[src/rtl/score_bcd_if.sv]
// Score-to-display bus: conversion request from the score logic, BCD and
// 7-segment results back from the converter.
interface score_bcd_if #(
    parameter int SCORE_W = 11
);
    logic [SCORE_W-1:0] value_in;
    logic               load;
    logic               blank_lz;
    logic               busy;
    logic               done;
    logic               ovf;
    logic [15:0]        bcd;
    logic [6:0]         hex0;
    logic [6:0]         hex1;
    logic [6:0]         hex2;
    logic [6:0]         hex3;

    modport master (
        output value_in, load, blank_lz,
        input  busy, done, ovf, bcd, hex0, hex1, hex2, hex3
    );

    modport slave (
        input  value_in, load, blank_lz,
        output busy, done, ovf, bcd, hex0, hex1, hex2, hex3
    );
endinterface

[src/rtl/score_bcd_display.sv]
// Sequential binary-to-BCD converter (shift-add-3) driving four active-low
// 7-segment digits with optional leading-zero blanking and 9999 saturation.
module score_bcd_display #(
    parameter int SCORE_W = 11,
    parameter int NDIG    = 4
) (
    input  logic        clk,
    input  logic        rst,
    score_bcd_if.slave  bus
);
    localparam int BCD_W = 4 * NDIG;
    localparam int CNT_W = $clog2(SCORE_W + 1);

    typedef enum logic [1:0] {S_IDLE, S_SHIFT, S_DONE} state_t;

    state_t             r_state;
    state_t             w_state_next;
    logic [SCORE_W-1:0] r_shift;
    logic [BCD_W-1:0]   r_scratch;
    logic [CNT_W-1:0]   r_cnt;
    logic               r_blank_flag;
    logic               r_ovf_flag;
    logic [BCD_W-1:0]   r_bcd;
    logic [6:0]         r_hex [NDIG];
    logic               r_ovf;
    logic               r_done;

    logic               w_accept;
    logic               w_shift_en;
    logic               w_finish;
    logic               w_busy;
    logic [BCD_W-1:0]   w_adj;
    logic [NDIG-1:0]    w_blank;
    logic [6:0]         w_seg [NDIG];

    function automatic logic [6:0] seg7(input logic [3:0] d);
        logic [6:0] s;
        case (d)
            4'd0:    s = 7'b1000000;
            4'd1:    s = 7'b1111001;
            4'd2:    s = 7'b0100100;
            4'd3:    s = 7'b0110000;
            4'd4:    s = 7'b0011001;
            4'd5:    s = 7'b0010010;
            4'd6:    s = 7'b0000010;
            4'd7:    s = 7'b1111000;
            4'd8:    s = 7'b0000000;
            4'd9:    s = 7'b0010000;
            default: s = 7'b1111111;
        endcase
        return s;
    endfunction

    always_ff @(posedge clk) begin
        if (rst) begin
            r_state <= S_IDLE;
        end else begin
            r_state <= w_state_next;
        end
    end

    always_comb begin
        w_state_next = r_state;
        case (r_state)
            S_IDLE:  if (bus.load) w_state_next = S_SHIFT;
            S_SHIFT: if (r_cnt == CNT_W'(1)) w_state_next = S_DONE;
            S_DONE:  w_state_next = S_IDLE;
            default: w_state_next = S_IDLE;
        endcase
    end

    always_comb begin
        w_accept   = (r_state == S_IDLE) && bus.load;
        w_shift_en = (r_state == S_SHIFT);
        w_finish   = (r_state == S_DONE);
        w_busy     = (r_state != S_IDLE);
    end

    genvar gi;
    generate
        for (gi = 0; gi < NDIG; gi++) begin : g_digit
            assign w_adj[4*gi +: 4] = (r_scratch[4*gi +: 4] >= 4'd5) ?
                                      r_scratch[4*gi +: 4] + 4'd3 : r_scratch[4*gi +: 4];
            // A digit is blanked only when it and every digit above it are zero.
            if (gi == 0) begin : g_ones
                assign w_blank[gi] = 1'b0;
            end else begin : g_upper
                assign w_blank[gi] = r_blank_flag && (r_scratch[BCD_W-1:4*gi] == '0);
            end
            assign w_seg[gi] = r_ovf_flag   ? seg7(4'd9) :
                               w_blank[gi]  ? 7'b1111111 : seg7(r_scratch[4*gi +: 4]);
        end
    endgenerate

    always_ff @(posedge clk) begin
        if (rst) begin
            r_shift      <= '0;
            r_scratch    <= '0;
            r_cnt        <= '0;
            r_blank_flag <= 1'b0;
            r_ovf_flag   <= 1'b0;
            r_bcd        <= '0;
            r_ovf        <= 1'b0;
            r_done       <= 1'b0;
            for (int i = 0; i < NDIG; i++) r_hex[i] <= 7'b1000000;
        end else begin
            r_done <= 1'b0;
            if (w_accept) begin
                r_shift      <= bus.value_in;
                r_scratch    <= '0;
                r_cnt        <= CNT_W'(SCORE_W);
                r_blank_flag <= bus.blank_lz;
                r_ovf_flag   <= (32'(bus.value_in) > 32'd9999);
            end
            if (w_shift_en) begin
                r_scratch <= {w_adj[BCD_W-2:0], r_shift[SCORE_W-1]};
                r_shift   <= {r_shift[SCORE_W-2:0], 1'b0};
                r_cnt     <= r_cnt - 1'b1;
            end
            if (w_finish) begin
                r_bcd  <= r_ovf_flag ? {NDIG{4'h9}} : r_scratch;
                r_ovf  <= r_ovf_flag;
                r_done <= 1'b1;
                for (int i = 0; i < NDIG; i++) r_hex[i] <= w_seg[i];
            end
        end
    end

    assign bus.busy = w_busy;
    assign bus.done = r_done;
    assign bus.ovf  = r_ovf;
    assign bus.bcd  = r_bcd;
    assign bus.hex0 = r_hex[0];
    assign bus.hex1 = r_hex[1];
    assign bus.hex2 = r_hex[2];
    assign bus.hex3 = r_hex[3];
endmodule

[src/flat_wrapper.sv]
// flat-port wrapper written by rule: the top's interface ports become plain ports
module score_bcd_display_flat 
#(
    parameter int SCORE_W = 11,
    parameter int NDIG    = 4
)
  (clk, rst, bus_value_in, bus_load, bus_blank_lz, bus_busy, bus_done, bus_ovf, bus_bcd, bus_hex0, bus_hex1, bus_hex2, bus_hex3);
  score_bcd_if #(.SCORE_W(SCORE_W)) bus_i ();
  input  logic clk;
  input  logic rst;
  input wire logic [$bits(bus_i.value_in)-1:0] bus_value_in;
  input wire logic [$bits(bus_i.load)-1:0] bus_load;
  input wire logic [$bits(bus_i.blank_lz)-1:0] bus_blank_lz;
  output wire logic [$bits(bus_i.busy)-1:0] bus_busy;
  output wire logic [$bits(bus_i.done)-1:0] bus_done;
  output wire logic [$bits(bus_i.ovf)-1:0] bus_ovf;
  output wire logic [$bits(bus_i.bcd)-1:0] bus_bcd;
  output wire logic [$bits(bus_i.hex0)-1:0] bus_hex0;
  output wire logic [$bits(bus_i.hex1)-1:0] bus_hex1;
  output wire logic [$bits(bus_i.hex2)-1:0] bus_hex2;
  output wire logic [$bits(bus_i.hex3)-1:0] bus_hex3;
  assign bus_i.value_in = bus_value_in;
  assign bus_i.load = bus_load;
  assign bus_i.blank_lz = bus_blank_lz;
  assign bus_busy = bus_i.busy;
  assign bus_done = bus_i.done;
  assign bus_ovf = bus_i.ovf;
  assign bus_bcd = bus_i.bcd;
  assign bus_hex0 = bus_i.hex0;
  assign bus_hex1 = bus_i.hex1;
  assign bus_hex2 = bus_i.hex2;
  assign bus_hex3 = bus_i.hex3;
  score_bcd_display #(.SCORE_W(SCORE_W), .NDIG(NDIG)) u_core (.clk(clk), .rst(rst), .bus(bus_i));
endmodule
[config.mk]
export PLATFORM = sky130hd
export DESIGN_NAME = score_bcd_display_flat
export DESIGN_NICKNAME = d
export VERILOG_FILES = /design/src/rtl/score_bcd_if.sv /design/src/rtl/score_bcd_display.sv /design/src/flat_wrapper.sv
export SDC_FILE = /design/constraint.sdc
export NUM_CORES = 1
export LEC_CHECK = 0
export ABC_AREA = 1
export BUFFER_PORTS_ARGS = -buffer_cell sky130_fd_sc_hd__clkbuf_2
export CAP_MARGIN = 10
export CORE_ASPECT_RATIO = 1.4
export CORE_UTILIZATION = 50
export DETAILED_ROUTE_END_ITERATION = 12
export GPL_TIMING_DRIVEN = 0
export PLACE_DENSITY = 0.73
export SLEW_MARGIN = 20
export SYNTH_ARGS = -nofsm -noshare
export SYNTH_HDL_FRONTEND = slang
export SYNTH_SLANG_ARGS = --single-unit
export TNS_END_PERCENT = 1
[constraint.sdc]
create_clock -name clk -period 5.6 [get_ports clk]
set_input_delay 0.28 -clock clk [delete_from_list [all_inputs] [get_ports clk]]
set_output_delay 0.28 -clock clk [all_outputs]
set_load 0.02 [all_outputs]
==> results of run 1 <==
[worst paths after layout]
check | cells past startpoint | from | endpoint | slack [ns]
hold / removal | 3 | bus_blank_lz | u_core.r_blank_flag$_SDFFE_PP0P_ | 0.18
hold reg to reg | 2 | u_core.r_shift[6]$_SDFFE_PP0N_ | u_core.r_shift[6]$_SDFFE_PP0N_ | 0.48
setup / recovery | 15 | u_core.r_scratch[0]$_SDFFE_PP0N_ | u_core.w_seg[24]$_DFF_P_ | 3.41
setup reg to reg | 15 | u_core.r_scratch[0]$_SDFFE_PP0N_ | u_core.w_seg[24]$_DFF_P_ | 3.41
[cell families (layout without fill, tap and decap cells)]
group / count (synthesis) / in the layout / share of synthesized area
other: 1 / 1 / 0.0007398
adder cells (fa/ha/maj): 33 / 33 / 0.08146
AND/OR/NAND/NOR: 287 / 287 / 0.2765
AO/OA/AOI/OAI: 66 / 66 / 0.07875
buffers and inverters: 101 / 177 / 0.08467
flip-flops: 107 / 107 / 0.4779
[per-stage QoR]
stage / power [uW] / area (sq um) / cells / hold slack, ns / utilization
floorplan: 931.8 / 5069 / 595 / 0.3588 / -
global placement: 969.5 / 5538 / 790 / 0.4594 / 0.5594
detailed placement: 974.6 / 5538 / 790 / 0.4732 / 0.5594
CTS: 1531 / 5803 / 806 / 0.1816 / 0.5862
global route: 1577 / 5806 / 806 / 0.1925 / 0.5865
finish: 1521 / 5806 / 806 / 0.1817 / 0.5865
[area by class of cell]
class	instances	share of cell area
buffer	17	0.01832
clock buffer	12	0.04073
clock inverter	4	0.004957
inverter	84	0.05560
multi-input combinational	387	0.3823
sequential	107	0.4172
tap	135	0.02909
timing repair buffer	60	0.05172
[Yosys cell counts, drive strengths merged, types with 4 or more instances]
cell	instances	area, sq um
o21ai	42	251.5
edfxtp	28	840.8
a21oi	13	65.06
nand2	155	681.9
nand4	13	115.1
inv	79	299.0
nor2	39	158.9
dfxtp	79	1582
ha	33	412.9
a31oi	4	25.02
nand3b	6	45.04
buf	15	98.84
clkinv	5	23.77
nand3	69	370.4
[worst max-delay path: cells and delay by family (launching register included)]
| kind | cells | cell delay (ns) |
|---|---|---|
| adders and majority gates | 2 | 0.56 |
| buffers and inverters | 3 | 0.27 |
| DFF | 1 | 0.38 |
| and+or+nand+nor | 10 | 0.87 |
[power groups by stage]
stage                     registers, uW  clock network, uW  logic [uW]
after floorplan                     851                  0        80.6
after CTS                           825                573         132
final                               825                565         131
after global placement              842                  0         128
after detailed placement            843                  0         132
after global routing                827                605         145
[layer usage]
layer / wire [um] / track usage
met4: 277 / 0.08504
met5: 0 / 0
met1: 4258 / 0.2337
met3: 458 / 0.04354
met2: 5452 / 0.3942
==> run summary, run 1 <==
The sink count of the clock tree is 107. The largest driver fanout on the critical path came out at 5. The setup TNS is 0 ns.

The H-tree was split into 3 levels. The internal portion of total power is 1157 uW. The synthesized area is 0.005069 sq mm. Of the total power, the share spent switching nets is 0.2396.

The initial antenna violation count is 0. The cell repeated most along the worst path is nand2_1. Buffers added to address setup during post-CTS repair amount to 0.

In this design, the stage delay of the slowest critical-path cell is 0.38 ns. The type of element capturing the critical path is a flip-flop. The max-cap violation count came out at 0. The total core area came out at 0.009899 sq mm. The analysis attributes to cell leakage a power of 0.002787 uW. The final hold violation count is 0. The first detailed-routing pass took 5 iterations. The x dimension of the die came out at 87.10 um. The total number of vias came out at 4042.

The pin count of the biggest net entering global routing came out at 29. The maximum clock insertion buffer count came out at 2. The post-layout net count came out at 714. The number of distinct library cell variants in the gate-level netlist after synthesis is 42. The maximum ir drop on the vdd rail is 161.0 uV. The number of warnings issued by yosys is 0. The floorplan has 43 rows. The via count normalized by instance count came out at 5.015. The total count of max-transition violations in the final report came to 0. The sequential-to-total area share from yosys stat came out at 0.4779. The flow ran to the end, and the final reports show no timing, DRC or antenna violations. In this run the tightest slew margin relative to its limit is 0.5916. The number of nets in the synthesized netlist came out at 643. The overall fraction of global-route tracks in use came out at 0.2132.

The critical path goes through inv_1 -> ha_1 -> inv_1 -> nand2_1 -> nand3_1 -> nand2_1 -> nand3_1 -> nand2_1 -> nand2_1 -> inv_1 -> ha_1 -> nand3_1 -> nand2_1 -> nand2_1 -> nand2_1. TritonCTS built the clock tree. The kind of start point of the critical path is a flip-flop. The library cells used most frequently in the layout, excluding fill and tap cells, are 136 x nand2_1, 79 x dfxtp_1, 72 x inv_1.

The number of flops mapped to enable cells by yosys is 28. The slowest stage of the critical path is the dfxtp_1 cell. The via count of the first global-routing pass is 3772. The clock share of power is 0.371. Setup violations remaining at the end of the flow were counted as 0. After synthesis the netlist holds a flip-flop and latch count of 107.

The number of hold buffers added after CTS was 0. Setup repair after global routing left no endpoint under its margin. Port buffering added 60 buffers. Of the total power, combinational logic draws 0.086. The share of async-settable or async-resettable flops after synthesis came out at 0. In this run the remaining antenna-violating nets after routing total 0. Routability-driven placement finished with a final weighted congestion of 0.9235. In this run, the number of DRC markers left after iteration 0 of detailed routing was 154. The post-cts repair resize count came out at 0.

The initial cell density of the core is 0.5120. The area of combinational cells with multiple inputs is 0.002220 sq mm. The portion of the clock cycle consumed by the worst path in the final layout came out at 0.3911. OpenSTA, run right after detailed placement, puts the worst setup slack at 3.035 ns. The clock insertion delay at the later pin of the skew report is 0.34 ns.

The post-detailed-route wirelength per cell is 12.96 um. The die covers 0.01055 sq mm. The net switching power of the design is 364.5 uW. Fill cells in the final layout number 929. In this run the power density over the cells is 262.0 mW/mm^2. Global routing finished with a remaining overflow of 0. The HPWL reported at the end of detailed placement is 8049 um.

The clock period minus worst slack came out at 2.190 ns. The cell sitting at the root of the clock tree is a clkbuf_16. The clock slew seen by the registers of the worst setup and hold paths is 0.07 ns. The share of total power dissipated in sequential elements is 0.543. The growth of design area from synthesis to finish came out at 14.54%. The type of the worst min-delay path is input pin to flip-flop. The final antenna diode count came out at 0. The measured slew at the worst slew-check pin came out at 0.6105 ns. For the worst setup path, the data arrival time is 2.42 ns. The most frequent standard cell in the layout excluding fill and tap cells is nand2_1.

The remaining design rule violation count is 0. The data required time of the critical path came out at 5.83 ns. The worst setup skew after layout is 0.005070 ns. The post-detailed-routing wire length came out at 10450 um. Among all flip-flop cells after synthesis, the most frequent one is dfxtp_1. Derived from the worst setup path, the maximum achievable clock frequency is 456.5 MHz. The total clock buffers created by CTS is 9. The final worst slack came out at 3.410 ns. The first global-routing pass estimated 17370 um of wire. The die height is 121.1 um. The register area is 0.002422 sq mm. The average cell area after synthesis is 8.519 sq um.

The layout cell share with drive strength beyond 1 came out at 0.2072. The number of top-level pins came out at 62. The critical path is of the flip-flop to flip-flop type. In the synthesized netlist, the number of instances is 595.
(Power assumes the default switching activity.)
==> run 2, diff against run 1 <==
- ABC_AREA: 1 -> 0
- clock period: 5.6 -> 2.3 ns (I/O delays scaled with it)
==> run summary, run 2 <==
The endpoint arrival time on the critical path came out at 2.50 ns. STA classifies the critical path endpoint as a flip-flop. The overall fraction of global-route tracks in use came out at 0.2214. Ranked by instance count, the synthesized netlist is headed by 80 x nor2_1, 79 x dfxtp_1, 37 x nand2_1, 33 x ha_1, 32 x o21ai_0. By area the synthesized netlist is led by dfxtp_1 31%, edfxtp_1 17%, ha_1 8.2%, nor2_1 6.0%, o21ai_0 3.2%. The tightest min-delay check is of the input pin to flip-flop type. The worst setup path startpoint is u_core.r_scratch[9]$_SDFFE_PP0N_. The post-detailed-route wirelength per cell came out at 14.89 um. The initial antenna violation count came out at 0.

Dividing the final minimum period by the clock period gives 0.9766. The cell area after placement came out at 0.005494 sq mm. The total count of max-transition violations in the final report is 0.

The startpoint identified for the worst hold timing path is bus_blank_lz. The clock period minus worst slack came out at 2.246 ns. TritonCTS built the clock tree. The met2 layer wire length in the routed design came out at 5799 um.

The total chip power came out at 3864 uW. The utilization of the core after routing came out at 0.6087. In this run the core area contains 43 standard-cell rows. STA puts the critical path data required time at 2.55 ns. The post-detailed-routing wire length came out at 11170 um.

The number of instances in the synthesized netlist came out at 535. Measured against its own limit, the worst slew margin works out to 0.5135. For this run, the post-layout net count is 658. The share of total power dissipated in the clock network is 0.390. The full die area came out at 0.01048 sq mm. For this run, the top clock speed supported by timing is 445.2 MHz. Cell internal power was estimated by the tool at 2957 uW. The die height came out at 120.7 um. For this run, the number of standard cells in the final layout without fillers is 750.

The number of warnings issued by yosys is 0. Setup repair after global routing could not meet its margin everywhere. The run finished with clean final reports. The number of setup violations in the final report came out at 0. Leaving out fill and tap cells, the most frequent cells in the layout are 75 x nor2_1, 72 x dfxtp_1, 62 x clkbuf_2.

The via count of the first global-routing pass is 3782. Measured along the x axis, the die boundary spans 86.81 um. The number of nets in the synthesized netlist came out at 583. The H-tree was split into 3 levels. The via count normalized by instance count came out at 5.377. Counting flops with an async set or reset pin after synthesis yields a share of 0. The largest driver fanout on the critical path came out at 8.

Yosys mapped the design onto 61 distinct sky130hd cell types. The worst flop-to-flop path startpoint is u_core.r_scratch[9]$_SDFFE_PP0N_. For this design the ratio of total power to cell area is 644.7 mW/mm^2. Of the synthesized area, sequential elements account for 0.4811. The final hold violation count is 0.

The growth of design area from synthesis to finish came out at 19.04%. For this design, the CTS-stage hold fixing added 0 buffers. The number of placed instances, taps included, is 728.

The clock insertion delay at the later pin of the skew report is 0.36 ns. The worst setup skew after layout is 0.01266 ns. For this block, wires on met1 add up to 4713 um. The first routing iteration left 211 violations. The clock slew seen by the registers of the worst setup and hold paths came out at 0.07 ns.

The top routing layer in use is met4. The fill cell total of the finished layout came out at 846. The first-pass iteration count of the detailed router is 5. The aggregate global routing overflow came out at 0. The kind of start point of the critical path is a flip-flop. The max-cap violation count came out at 0. The finished layout cell area is 0.005993 sq mm. The initial cell density of the core is 0.5114.

The layout cell share with drive strength beyond 1 came out at 0.2439. The library cell used most frequently in the layout, excluding fill and tap cells, is nor2_1. The routed design uses 491 um of met3 wire.

The wire length of the first global-routing pass came out at 17710 um. For this run, the leading register cell type out of synthesis is dfxtp_1. At the end of routability-driven placement, the weighted congestion stood at 0.8755. CTS placed an instance of clkbuf_16 at the clock tree root.

After detailed routing, the number of remaining DRC violations is 0. Of the total power, combinational logic draws 0.088. The HPWL reported at the end of detailed placement is 7967 um.

The synthesized area is 0.005035 sq mm. The measured slew at the worst slew-check pin came out at 0.7297 ns. Clock tree synthesis inserted a total of 9 buffers. The total number of vias is 4033. The share of total power dissipated in sequential elements is 0.521. Buffers placed on the I/O ports in this run total 58. By startpoint and endpoint, the worst setup path is classified as flip-flop to flip-flop. The final antenna diode count is 0. The average cell area after synthesis is 9.411 sq um.

Summed over all cells, the static leakage comes to 0.002426 uW. The top cell type by total area after synthesis is dfxtp_1. The pin count of the biggest net entering global routing came out at 17. The clock passes through at most 2 buffers.

Of the total power, the share spent switching nets is 0.2345. The clock net in this run drives a total of 107 sinks. The most common cell in the synthesized netlist is nor2_1.

The net switching power of the design came out at 906.2 uW. The total area inside the core boundary comes to 0.009846 sq mm. The number of flops mapped to enable cells by yosys is 28. Counting flops and latches in the post-synthesis netlist gives 107. 62 I/O pins were placed. The fraction of synthesized cell area taken by the top area cell type is 0.3141. In this run the remaining antenna-violating nets after routing total 0. IR analysis of the VDD net gives a maximum drop of 420.4 uV.
==> run 2: per-stage QoR <==
stage	setup TNS (ns)	hold slack (ns)	setup WS, ns
final	0	0.01827	0.05382
after global routing	-0.1545	0.05972	-0.04796
after CTS	-0.8561	0.01917	-0.1552
after detailed placement	-17.45	0.3842	-0.5330
after global placement	-14.88	0.3618	-0.4842
after floorplan	0	0.2589	0.06965
==> run 2: cells by family after synthesis <==
group | synth area share
multiplexers | 0.008201
adder cells (fa/ha/maj) | 0.08201
other | 0.0007448
AND/OR/NAND/NOR | 0.1740
buffers and inverters | 0.05691
AO/OA/AOI/OAI | 0.1884
flip-flops | 0.4811
XOR/XNOR | 0.008697
==> run 2: final cells by class <==
cell class / count / area, sq um / area share
multi-input combinational: 363 / 2462 / 0.4109
sequential: 107 / 2431 / 0.4056
timing repair buffer: 63 / 327.8 / 0.05470
clock buffer: 15 / 289.0 / 0.04823
buffer: 34 / 180.2 / 0.03006
tap: 135 / 168.9 / 0.02818
inverter: 31 / 120.1 / 0.02004
timing repair inverter: 1 / 7.507 / 0.001253
clock inverter: 1 / 6.256 / 0.001044
==> run 2: power by group through the flow <==
| stage | Sequential, uW | Combinational, uW | Clock (uW) |
|---|---|---|---|
| 5_1_grt | 2020 | 375 | 1590 |
| 3_3_place_gp | 2050 | 311 | 0 |
| 4_1_cts | 2010 | 327 | 1530 |
| 6_report | 2010 | 341 | 1510 |
| 3_5_place_dp | 2060 | 320 | 0 |
| 2_1_floorplan | 2070 | 200 | 0 |
==> run 2: repair_timing <==
action	CTS	global route
pin swaps	1	11
setup buffers	0	5
gates cloned	1	0
endpoints found under the setup margin	51	60
resized for setup	13	50
==> run 2: per-layer routing <==
metal  GRT usage  vias up
li1            -     2014
met1      0.2443     1907
met2      0.4026      101
met3     0.04642       11
met4     0.09375        0
met5           0        -
==> run 2: worst paths after layout <==
path | cells after the start | end | slack (ns)
max reg2reg | 9 | flip-flop | 0.05
max | 9 | flip-flop | 0.05
min | 3 | u_core.r_blank_flag$_SDFFE_PP0P_ | 0.02
min reg2reg | 2 | u_core.bus.bcd[13]$_SDFFE_PP0N_ | 0.45
==> run 2: critical path, stage by stage (launching register included) <==
cell and delay [ns]:
dfxtp_2 0.35, inv_2 0.07, ha_1 0.17, nand2b_1 0.19, buf_4 0.16, a2111o_1 0.40, o211a_2 0.18, or2_0 0.23
buf_6 0.14, a311oi_1 0.26
